## src/rtl/ram_port_ctrl_pkg.sv

```systemverilog
// ram_port_ctrl_pkg: shared encodings and RAM geometry defaults for the RAM port controller
package ram_port_ctrl_pkg;
    localparam int DATA_WIDTH_DEF = 32;
    localparam int ADDR_WIDTH_DEF = 7;
    typedef enum logic {INIT, RUN} state_e;
    typedef enum logic {WRITE, READ} prio_e;
endpackage

```

## src/rtl/ram_port_ctrl_if.sv

```systemverilog
// ram_port_ctrl_if: request/response and RAM-side bundle of the RAM port controller
// master: requester/RAM side (drives clr, wr_*, rd_* requests and ram_q)
// slave:  controller side (drives busy, readies, rsp_*, ram_we/ram_address/ram_d)
interface ram_port_ctrl_if import ram_port_ctrl_pkg::*; #(
    parameter int DW = DATA_WIDTH_DEF,
    parameter int AW = ADDR_WIDTH_DEF
) ();
    logic          clr;
    logic          busy;
    logic          wr_valid;
    logic          wr_ready;
    logic [AW-1:0] wr_addr;
    logic [DW-1:0] wr_data;
    logic          rd_valid;
    logic          rd_ready;
    logic [AW-1:0] rd_addr;
    logic          rsp_valid;
    logic [DW-1:0] rsp_data;
    logic          ram_we;
    logic [AW-1:0] ram_address;
    logic [DW-1:0] ram_d;
    logic [DW-1:0] ram_q;
    modport master (
        output clr, wr_valid, wr_addr, wr_data, rd_valid, rd_addr, ram_q,
        input  busy, wr_ready, rd_ready, rsp_valid, rsp_data, ram_we, ram_address, ram_d
    );
    modport slave (
        input  clr, wr_valid, wr_addr, wr_data, rd_valid, rd_addr, ram_q,
        output busy, wr_ready, rd_ready, rsp_valid, rsp_data, ram_we, ram_address, ram_d
    );
endinterface

```

## src/rtl/ram_port_ctrl.sv

```systemverilog
// ram_port_ctrl: owns the single RAM port; zero-fills it, arbitrates writes/reads, returns read data
// clk, reset : clock and synchronous active-high reset
// bus        : slave side of ram_port_ctrl_if (clr/busy, wr_*, rd_*, rsp_*, ram_*)
module ram_port_ctrl import ram_port_ctrl_pkg::*; #(
    parameter int DATA_WIDTH = DATA_WIDTH_DEF,
    parameter int ADDR_WIDTH = ADDR_WIDTH_DEF
) (
    input logic            clk,
    input logic            reset,
    ram_port_ctrl_if.slave bus
);
    state_e                state_q;
    prio_e                 prio_q;
    logic [ADDR_WIDTH-1:0] init_cnt_q, addr_q, addr_d;
    logic                  rd_pend_q, rsp_valid_q;
    logic [DATA_WIDTH-1:0] rsp_data_q;
    logic                  run, wr_ok, rd_ok, wr_gnt, rd_gnt;
    always_comb begin
        // a clr cycle in RUN grants nothing
        run    = ~reset & (state_q == RUN) & ~bus.clr;
        wr_ok  = run & (~bus.rd_valid | (prio_q == WRITE));
        rd_ok  = run & (~bus.wr_valid | (prio_q == READ));
        wr_gnt = wr_ok & bus.wr_valid;
        rd_gnt = rd_ok & bus.rd_valid;
        // idle cycles keep the last address on the port
        addr_d = (state_q == INIT) ? init_cnt_q :
                 wr_gnt ? bus.wr_addr :
                 rd_gnt ? bus.rd_addr : addr_q;
    end
    assign bus.busy        = state_q == INIT;
    assign bus.wr_ready    = wr_ok;
    assign bus.rd_ready    = rd_ok;
    assign bus.ram_we      = ~reset & ((state_q == INIT) | wr_gnt);
    assign bus.ram_address = addr_d;
    assign bus.ram_d       = (state_q == INIT) ? '0 : bus.wr_data;
    assign bus.rsp_valid   = rsp_valid_q;
    assign bus.rsp_data    = rsp_data_q;
    always_ff @(posedge clk) begin
        if (reset) begin
            state_q     <= INIT;
            init_cnt_q  <= '0;
            prio_q      <= WRITE;
            addr_q      <= '0;
            rd_pend_q   <= 1'b0;
            rsp_valid_q <= 1'b0;
            rsp_data_q  <= '0;
        end else begin
            if (state_q == INIT) begin
                init_cnt_q <= init_cnt_q + 1'b1;
                if (&init_cnt_q) state_q <= RUN;
            end else if (bus.clr) begin
                state_q    <= INIT;
                init_cnt_q <= '0;
            end
            // priority only moves on a real conflict
            if (run & bus.wr_valid & bus.rd_valid) prio_q <= (prio_q == WRITE) ? READ : WRITE;
            addr_q      <= addr_d;
            // RAM q is valid the cycle after the read address is captured
            rd_pend_q   <= rd_gnt;
            rsp_valid_q <= rd_pend_q;
            if (rd_pend_q) rsp_data_q <= bus.ram_q;
        end
    end
endmodule

```

## src/flat_wrapper.sv

```systemverilog
// flat-port wrapper written by rule: the top's interface ports become plain ports
module ram_port_ctrl_flat import ram_port_ctrl_pkg::*;
#(
    parameter int DATA_WIDTH = DATA_WIDTH_DEF,
    parameter int ADDR_WIDTH = ADDR_WIDTH_DEF
)
  (clk, reset, bus_clr, bus_wr_valid, bus_wr_addr, bus_wr_data, bus_rd_valid, bus_rd_addr, bus_ram_q, bus_busy, bus_wr_ready, bus_rd_ready, bus_rsp_valid, bus_rsp_data, bus_ram_we, bus_ram_address, bus_ram_d);
  ram_port_ctrl_if bus_i ();
  input logic clk;
  input logic reset;
  input wire logic [$bits(bus_i.clr)-1:0] bus_clr;
  input wire logic [$bits(bus_i.wr_valid)-1:0] bus_wr_valid;
  input wire logic [$bits(bus_i.wr_addr)-1:0] bus_wr_addr;
  input wire logic [$bits(bus_i.wr_data)-1:0] bus_wr_data;
  input wire logic [$bits(bus_i.rd_valid)-1:0] bus_rd_valid;
  input wire logic [$bits(bus_i.rd_addr)-1:0] bus_rd_addr;
  input wire logic [$bits(bus_i.ram_q)-1:0] bus_ram_q;
  output wire logic [$bits(bus_i.busy)-1:0] bus_busy;
  output wire logic [$bits(bus_i.wr_ready)-1:0] bus_wr_ready;
  output wire logic [$bits(bus_i.rd_ready)-1:0] bus_rd_ready;
  output wire logic [$bits(bus_i.rsp_valid)-1:0] bus_rsp_valid;
  output wire logic [$bits(bus_i.rsp_data)-1:0] bus_rsp_data;
  output wire logic [$bits(bus_i.ram_we)-1:0] bus_ram_we;
  output wire logic [$bits(bus_i.ram_address)-1:0] bus_ram_address;
  output wire logic [$bits(bus_i.ram_d)-1:0] bus_ram_d;
  assign bus_i.clr = bus_clr;
  assign bus_i.wr_valid = bus_wr_valid;
  assign bus_i.wr_addr = bus_wr_addr;
  assign bus_i.wr_data = bus_wr_data;
  assign bus_i.rd_valid = bus_rd_valid;
  assign bus_i.rd_addr = bus_rd_addr;
  assign bus_i.ram_q = bus_ram_q;
  assign bus_busy = bus_i.busy;
  assign bus_wr_ready = bus_i.wr_ready;
  assign bus_rd_ready = bus_i.rd_ready;
  assign bus_rsp_valid = bus_i.rsp_valid;
  assign bus_rsp_data = bus_i.rsp_data;
  assign bus_ram_we = bus_i.ram_we;
  assign bus_ram_address = bus_i.ram_address;
  assign bus_ram_d = bus_i.ram_d;
  ram_port_ctrl #(.DATA_WIDTH(DATA_WIDTH), .ADDR_WIDTH(ADDR_WIDTH)) u_core (.clk(clk), .reset(reset), .bus(bus_i));
endmodule
```

## config.mk

```make
export PLATFORM = sky130hd
export DESIGN_NAME = ram_port_ctrl_flat
export DESIGN_NICKNAME = d
export VERILOG_FILES = /design/src/rtl/ram_port_ctrl_pkg.sv /design/src/rtl/ram_port_ctrl_if.sv /design/src/rtl/ram_port_ctrl.sv /design/src/flat_wrapper.sv
export SDC_FILE = /design/constraint.sdc
export NUM_CORES = 1
export LEC_CHECK = 0
export CORE_ASPECT_RATIO = 2
export CORE_MARGIN = 5
export CORE_UTILIZATION = 35
export CTS_BUF_LIST = sky130_fd_sc_hd__clkbuf_8 sky130_fd_sc_hd__clkbuf_16
export DETAILED_ROUTE_END_ITERATION = 10
export HOLD_SLACK_MARGIN = 0.08
export PLACE_DENSITY = 0.81
export SYNTH_ARGS = -nofsm -noshare
export SYNTH_HDL_FRONTEND = slang
export SYNTH_SLANG_ARGS = --single-unit
```

## constraint.sdc

```tcl
create_clock -name clk -period 2.25 [get_ports clk]
set_clock_uncertainty 0.05 [all_clocks]
set_input_delay 0.3375 -clock clk [delete_from_list [all_inputs] [get_ports clk]]
set_output_delay 0.3375 -clock clk [all_outputs]
set_load 0.01 [all_outputs]
```

# After elaboration in Yosys (flattened, before gate mapping)
# Index checks and enable logic that the tools add are counted.
op_classes:
  eq_ne: 1
  n_addsub: 1
  bitwise_logic: 18
  reduce_logical: 1
  muxes: 10
op_table:
  columns: ["op", "n"]
  rows:
  - ["$mux W7", 5]
  - ["$mux W32", 1]
  - ["$and A1 B1 Y1", 9]
  - ["$add A7 B1 Y7 const B", 1]
  - ["$reduce_and A7 Y1", 1]
  - ["$not A1 Y1", 6]
  - ["$mux W1", 4]
  - ["$or A1 B1 Y1", 3]
  - ["$ne A2 B2 Y1 const B", 1]
word_totals:
  ff_bits: 50
  out_inout_bits: 76

# Depth between registers and ports, before layout
# Gate-level depths: netlist of the first run.
logic_depth:
  depth_word: 8
  depth_mapped: 6
  ltp_nobuf: 5

# Worst setup path after synthesis of the first run
# Ideal clock, no wire load.
synth_path:
  path_type: "input to output"
  start: "input bus_clr"
  end: "output bus_ram_address[0]"
  arrival_ns: 1.517
  setup_slack_ns: 0.346
  path_stages: 5
  path_buffers: 1
  path_cell_list: "nand2b_4 -> or4b_4 -> buf_6 -> a211oi_2 -> o22ai_1"
synth_via:
  elab_chain_cells: 7
synth_lines:
  columns: ["element", "line", "text"]
  rows:
  - ["from (decl)", "flat_wrapper.sv:11", "input wire logic [$bits(bus_i.clr)-1:0] bus_clr;"]
  - ["$not A1 Y1 *", "ram_port_ctrl.sv:20", "run = ~reset & (state_q == RUN) & ~bus.clr;"]
  - ["$and A1 B1 Y1 *", "ram_port_ctrl.sv:20", null]
  - ["$and A1 B1 Y1", "ram_port_ctrl.sv:22", "rd_ok = run & (~bus.wr_valid | (prio_q == READ));"]
  - ["$and A1 B1 Y1", "ram_port_ctrl.sv:24", "rd_gnt = rd_ok & bus.rd_valid;"]
  - ["$mux W7", "ram_port_ctrl.sv:28", "rd_gnt ? bus.rd_addr : addr_q;"]
  - ["$mux W7 *", "ram_port_ctrl.sv:27", "wr_gnt ? bus.wr_addr :"]
  - ["$mux W7 *", "ram_port_ctrl.sv:26", "addr_d = (state_q == INIT) ? init_cnt_q :"]
  - ["to (decl)", "flat_wrapper.sv:24", "output wire logic [$bits(bus_i.ram_address)-1:0] bus_ram_address;"]
# Mark *: on every way between the ends. The rest lies on a longest branch, timed or not.

# Worst setup path in the final report of the first run
layout_path:
  start: "register u_core.state_q"
  end: "output bus_ram_address[6]"
layout_via:
  elab_chain_cells: 7
layout_lines:
  columns: ["element", "line", "text"]
  rows:
  - ["from (decl)", "ram_port_ctrl.sv:12", "state_e state_q;"]
  - ["from (signal assigned)", "ram_port_ctrl.sv:40", "state_q <= INIT;"]
  - ["from (signal assigned)", "ram_port_ctrl.sv:50", "if (&init_cnt_q) state_q <= RUN;"]
  - ["from (signal assigned)", "ram_port_ctrl.sv:52", "state_q <= INIT;"]
  - ["$and A1 B1 Y1 (2 in series)", "ram_port_ctrl.sv:20", null]
  - ["$and A1 B1 Y1", "ram_port_ctrl.sv:22", null]
  - ["$and A1 B1 Y1", "ram_port_ctrl.sv:24", null]
  - ["$mux W7", "ram_port_ctrl.sv:28", null]
  - ["$mux W7", "ram_port_ctrl.sv:27", null]
  - ["$mux W7 *", "ram_port_ctrl.sv:26", null]
# Marks and branches as above.

==> impl_metrics.tcl, run 1 <==
set metrics [dict create \
    status "complete, but fails checks" \
    violations "negative setup slack" \
    hold_violations 0 \
    clock_latency_ps 280 \
    yosys_warnings 0 \
    drc_errors 0 \
    async_flop_share 0 \
    whs_endpoint "u_core.bus.rsp_data[17]$_SDFFE_PP0P_" \
    cts_root_buffer "clkbuf_16" \
    syn-cell-area_sq_mm 0.00226 \
    netlist_top_cells_area "dfxtp_1 (44%), mux2i_1 (17%), and2_1 (9.1%), nor2_1 (7.1%), a22oi_1 (2.3%)" \
    path_class "flip-flop to output pin" \
    hp-start "u_core.bus.rsp_data[17]$_SDFFE_PP0P_" \
    setup_tns_ps -130 \
    cts_tree "done" \
    port_buffers 158 \
    fmax_mhz 434 \
    r2r_cells 6 \
    cp_max_fo 3 \
    setup_ws_ps -54.8 \
    crit-reg2reg-launch "u_core.state_q$_SDFF_PP0_" \
    gp_congestion 0.807 \
    grt_start_max_net_pins 45 \
    powerDensity_mw_per_mm2 431 \
    finalSetupViolations 7 \
    core_sq_mm 0.00631 \
    path_clk_slew_ps 60 \
    hold_class "flip-flop to flip-flop" \
    firstDrtPassIters 5 \
    leakage_uw 0.00160 \
    synth_edf_count 0 \
    postRouteAntennaNets 0 \
    reg2reg_setup_slack_ps 500 \
    required_ps 1860 \
    area_delta_synth_final_pct 85.8 \
    viasPerCell 4.88 \
    synth.avg_cell_area_sq_um 9.07 \
    r2r-end "u_core.addr_q[0]$_SDFF_PP0_" \
    worst_slew_pin_slew_ps 545 \
    slew_violations 0 \
    preCtsSetupSlack_ps -597 \
    cap_violations 0 \
    grt_pass1_wl_microns 11900 \
    synth_seq_cells 50 \
    clk_path_buf_depth 2 \
    synth_most_common_cell "dfxtp_1" \
    power_uw 1810 \
    wl_per_cell_microns 15.4 \
    holdPathStages 2 \
    dr_total_vias 2454 \
    n_antenna_cell 0 \
    post-route-period-util 1.02 \
    synth_top_area_share 0.443 \
    yosysUniqueCellTypes 35 \
    placed_cells 491 \
    drt_iter0_drc 108 \
    die_area_sq_mm 0.00826 \
    final_area_sq_mm 0.00420 \
    cts_hold_buf 0 \
    timing.slew.headroom 0.633 \
    dieWidth_microns 66.8 \
    start_util 0.358 \
    fp.dieH_microns 124 \
    dp_hpwl_microns 5960 \
    rows 41 \
    synth_top_flop_cell "dfxtp_1" \
    grt_pass1_vias 2531 \
    final_cell_count_no_fill 503 \
    ir_drop_v 0.000351 \
    cts_buffers 5 \
    synth_common_cells "dfxtp_1 (50), nor2_1 (43), mux2i_1 (38), and2_1 (33), clkbuf_1 (9)" \
    fin_crit_ps 2300 \
    h-tree-depth 2 \
    grt.overflow.total 0 \
    drt_wl_total_microns 7720 \
    cts_sinks 50 \
    yosys.area.top_type "dfxtp_1" \
    syn_nets 333 \
    drive_above_1_share 0.125 \
    end_kind "output pin" \
    grt_usage 0.187 \
    arrival_ps 1920 \
    io-pin-count 159 \
    antenna_found_initial 0 \
    final_nets 501 \
    post_dp_cell_area_sq_mm 0.00399 \
    ys_seq_area_frac 0.443 \
    crit_path_start_kind "flip-flop" \
    syn_inst 249 \
    rsz0062_at_grt "yes" \
]
==> layout by cell type (no fill, tap or decap), drive strengths merged <==
cell type and n:
dlygate4sd2 3, and2 33, a2bb2oi 1, or2 1, ha 1, o21ai 11, inv 6, nor4 1
a22oi 7, dlymetal6s2s 1, nor2 43, xor2 1, or4b 1, nand2 4, nor3 2, nor2b 4
nand3 3, a31o 1, clkdlybuf4s15 1, dfxtp 50, nand2b 1, o22ai 7, a311oi 1, a41oi 1
clkdlybuf4s50 145, clkbuf 5, mux2i 38, o32ai 1, a21oi 5, and2b 1, o211a 1, and3 4
buf 30, a211oi 2
==> metrics by stage <==
stage / hold WS [ps] / utilization
after floorplan: 416 / -
after global placement: 422 / 0.632
after detailed placement: 432 / 0.632
after CTS: 447 / 0.660
after global routing: 470 / 0.665
final: 442 / 0.665
==> registers in the layout (all words and copies together), names as in the netlist <==
register              count
u_core.bus.rsp_valid      1
u_core.rd_pend_q          1
u_core.init_cnt_q         7
u_core.addr_q             7
u_core.prio_q             1
u_core.state_q            1
u_core.bus.rsp_data      32
==> area by class of cell <==
class	instances	area, sq um
clock buffers	5	125
clock inverters	2	7.51
fillers	528	2110
inverters	4	15.0
multi-input cells	176	1220
flip-flops and latches	50	1000
well taps	86	108
repair buffers	180	1720
==> metal layers <==
layer | global-route usage | vias up | share of wire
met1 | 0.179 | 1111 | 0.33
met5 | 0 | - | 0
met3 | 0.0641 | 16 | 0.11
met4 | 0.0852 | 0 | 0.031
li1 | - | 1179 | -
met2 | 0.347 | 148 | 0.53
==> repair_timing <==
item                       4_1_cts  5_1_grt
pin swaps                        4        2
setup buffers                    5        0
setup endpoints to repair       31       24
resized for setup               46        6
==> power breakdown <==
group / total, uW / internal, uW / switching, uW
clock: 696 / 398 / 298
sequential: 899 / 892 / 7.10
combinational: 212 / 153 / 59.2
total: 1810 / 1440 / 365
==> worst max path at each step <==
stage,from,end,slack [ps],cells past startpoint
after floorplan,bus_clr,bus_ram_address[0],350,5
after global placement,bus_clr,bus_ram_address[0],-540,6
after detailed placement,bus_clr,bus_ram_address[0],-600,6
after CTS,u_core.state_q$_SDFF_PP0_,bus_ram_address[6],-20,6
after global routing,u_core.state_q$_SDFF_PP0_,bus_ram_address[0],-80,6
final,u_core.state_q$_SDFF_PP0_,bus_ram_address[6],-50,6
==> worst max-delay path, cell delays in order (launching register included) <==
cell and delay [ps]:
dfxtp_2 370, nand2b_4 60, or4b_4 560, buf_6 160, mux2i_2 150, o21ai_1 170, buf_2 170
==> cell families (layout without fill, tap and decap cells) <==
kind of cell               after synthesis  count (layout)  share of synthesized area
DFF                                     50              50                      0.443
xor gates and xnor gates                 1               1                    0.00388
AOI/OAI and AO/OA                       38              38                      0.111
muxes                                   38              38                      0.168
adders and majority gates                1               1                    0.00554
buffers and inverters                   23             191                     0.0443
and+or+nand+nor                         98              98                      0.224
Note: power is estimated with default switching activity, not from simulation.
==> run 2: changes to the inputs <==
Settings changed: PLACE_DENSITY 0.81 to default, PLACE_DENSITY_LB_ADDON from default to 0.15.
==> run 2 against run 1 <==
  * The flow still finishes with violations (negative setup slack)
  * Die area unchanged
  * Maximum frequency decreased by 0.62%
  * Clock power increased by 8.3%
  * Clock-buffer cell count increased by 1
  * Power increased by 4.0%
  * Non-clock buffer count increased by 15
  * First-iteration DRC count increased by 15%
  * Sequential power about the same
  * Largest power group unchanged
  * Highest routed layer unchanged
==> impl_metrics.tcl, run 2 (synthesis gave the netlist of run 1 again) <==
set metrics [dict create \
    preCtsSetupSlack_ps -561 \
    cts_hold_buf 0 \
    cts_sinks 50 \
    clk_path_buf_depth 2 \
    postRouteAntennaNets 0 \
    path_class "flip-flop to flip-flop" \
    gp_congestion 0.739 \
    pwr-share-comb 0.120 \
    cts_root_buffer "clkbuf_16" \
    core_sq_mm 0.00631 \
    grt_usage 0.186 \
    final_area_sq_mm 0.00432 \
    required_ps 2350 \
    drc_errors 0 \
    nFillCells 535 \
    power_frac_seq 0.478 \
    post_dp_cell_area_sq_mm 0.00402 \
    final_cell_count_no_fill 519 \
    io-pin-count 159 \
    mostFrequentLayoutCell "clkdlybuf4s50_1" \
    arrival_ps 2420 \
    cap_violations 0 \
    cp_top_family "buffers and inverters" \
    timing.slew.headroom 0.640 \
    post-route-period-util 1.03 \
    antenna_found_initial 0 \
    largest_register_ffs 32 \
    cts_buffers 5 \
    worst_slew_pin_slew_ps 540 \
    cp_slowest_cell "or4b_4" \
    grt_start_max_net_pins 38 \
    dp_hpwl_microns 5690 \
    netSwitchingFraction 0.204 \
    placed_cells 495 \
    viasPerCell 4.78 \
    fp.dieH_microns 124 \
    hold_class "flip-flop to flip-flop" \
    fin_crit_ps 2320 \
    setup_tns_ps -322 \
    power_switching_uw 383 \
    die_area_sq_mm 0.00826 \
    grt_pass1_vias 2619 \
    drive_above_1_share 0.157 \
    status "complete, but fails checks" \
    slowest_delay_ps 600 \
    drt_iter0_drc 124 \
    h-tree-depth 2 \
    leakage_uw 0.00168 \
    dieWidth_microns 66.8 \
    pwr-share-clk 0.401 \
    rsz0062_at_grt "yes" \
    hold_violations 0 \
    slew_violations 0 \
    firstDrtPassIters 4 \
    crit_buf_inv 8 \
    crit_top_cell "buf_4" \
    finalSetupViolations 7 \
    setup_ws_ps -69.2 \
    fmax_mhz 431 \
    p_int_uw 1500 \
    final_cell_mix "clkdlybuf4s50_1 (146), dfxtp_1 (47), nor2_1 (43), mux2i_1 (36), buf_4 (35)" \
    cp_max_fo 7 \
    powerDensity_mw_per_mm2 434 \
    ir_drop_v 0.000340 \
    violations "negative setup slack" \
    area_delta_synth_final_pct 91.5 \
    end_kind "flip-flop" \
    grt_pass1_wl_microns 11800 \
    crit_chain "nand2b_4, or4b_4, buf_6, a211oi_4, buf_4, buf_4, buf_4, buf_4, buf_4, buf_4, buf_6, o32ai_2" \
    rows 41 \
    drt_wl_total_microns 7600 \
    crit_path_start_kind "flip-flop" \
    final_nets 516 \
    dr_total_vias 2482 \
    cts_tree "done" \
    start_util 0.358 \
    wl_per_cell_microns 14.6 \
    clock_latency_ps 280 \
    grt.overflow.total 0 \
    port_buffers 158 \
    n_antenna_cell 0 \
    path_clk_slew_ps 60 \
]
## run 2: layout make-up
type	count	area [sq um]	area share
clock buffers	6	139	0.0321
well taps	86	108	0.0249
inverters	4	15.0	0.00347
clock inverters	2	12.5	0.00289
repair buffers	195	1840	0.426
flip-flops and latches	50	1000	0.232
multi-input cells	176	1200	0.279
## run 2: worst min-delay path, delay by kind of cell, from the launching register on
kind | cells | cell delay (ps)
DFF | 1 | 320
and+or+nand+nor | 1 | 70
muxes | 1 | 60
## run 2: path summary, 6_finish.rpt
check | from | endpoint | slack (ps) | depth (start not counted)
max reg2reg | u_core.state_q$_SDFF_PP0_ | u_core.addr_q[0]$_SDFF_PP0_ | -70 | 12
min reg2reg | u_core.bus.rsp_data[21]$_SDFFE_PP0P_ | u_core.bus.rsp_data[21]$_SDFFE_PP0P_ | 440 | 2
min | u_core.bus.rsp_data[21]$_SDFFE_PP0P_ | u_core.bus.rsp_data[21]$_SDFFE_PP0P_ | 440 | 2
max | u_core.state_q$_SDFF_PP0_ | u_core.addr_q[0]$_SDFF_PP0_ | -70 | 12
## run 2: power by group through the flow
| stage | Combinational (uW) | Clock (uW) | Sequential [uW] |
|---|---|---|---|
| 2_1_floorplan | 40.6 | 0 | 916 |
| 3_3_place_gp | 207 | 0 | 917 |
| 3_5_place_dp | 210 | 0 | 918 |
| 4_1_cts | 222 | 780 | 898 |
| 5_1_grt | 241 | 816 | 899 |
| 6_report | 226 | 754 | 899 |
## run 2: timing repair
item                       CTS  global route
pin swaps                    5             1
gates resized for setup     36             4
setup endpoints to repair   27            27
setup buffers               15             2
## run 2: per-layer routing
metal  wire length [microns]  GRT usage  part of all wire
met4                     317      0.106             0.042
met5                       0          0                 0
met3                     627     0.0469             0.082
met2                    4070      0.348              0.54
met1                    2590      0.177              0.34
## run 2: stage by stage
stage	hold slack [ps]	util	total power (uW)
CTS	448	0.680	1900
finish	443	0.685	1880
floorplan	416	-	956
global placement	422	0.637	1120
global route	476	0.685	1960
detailed placement	432	0.637	1130
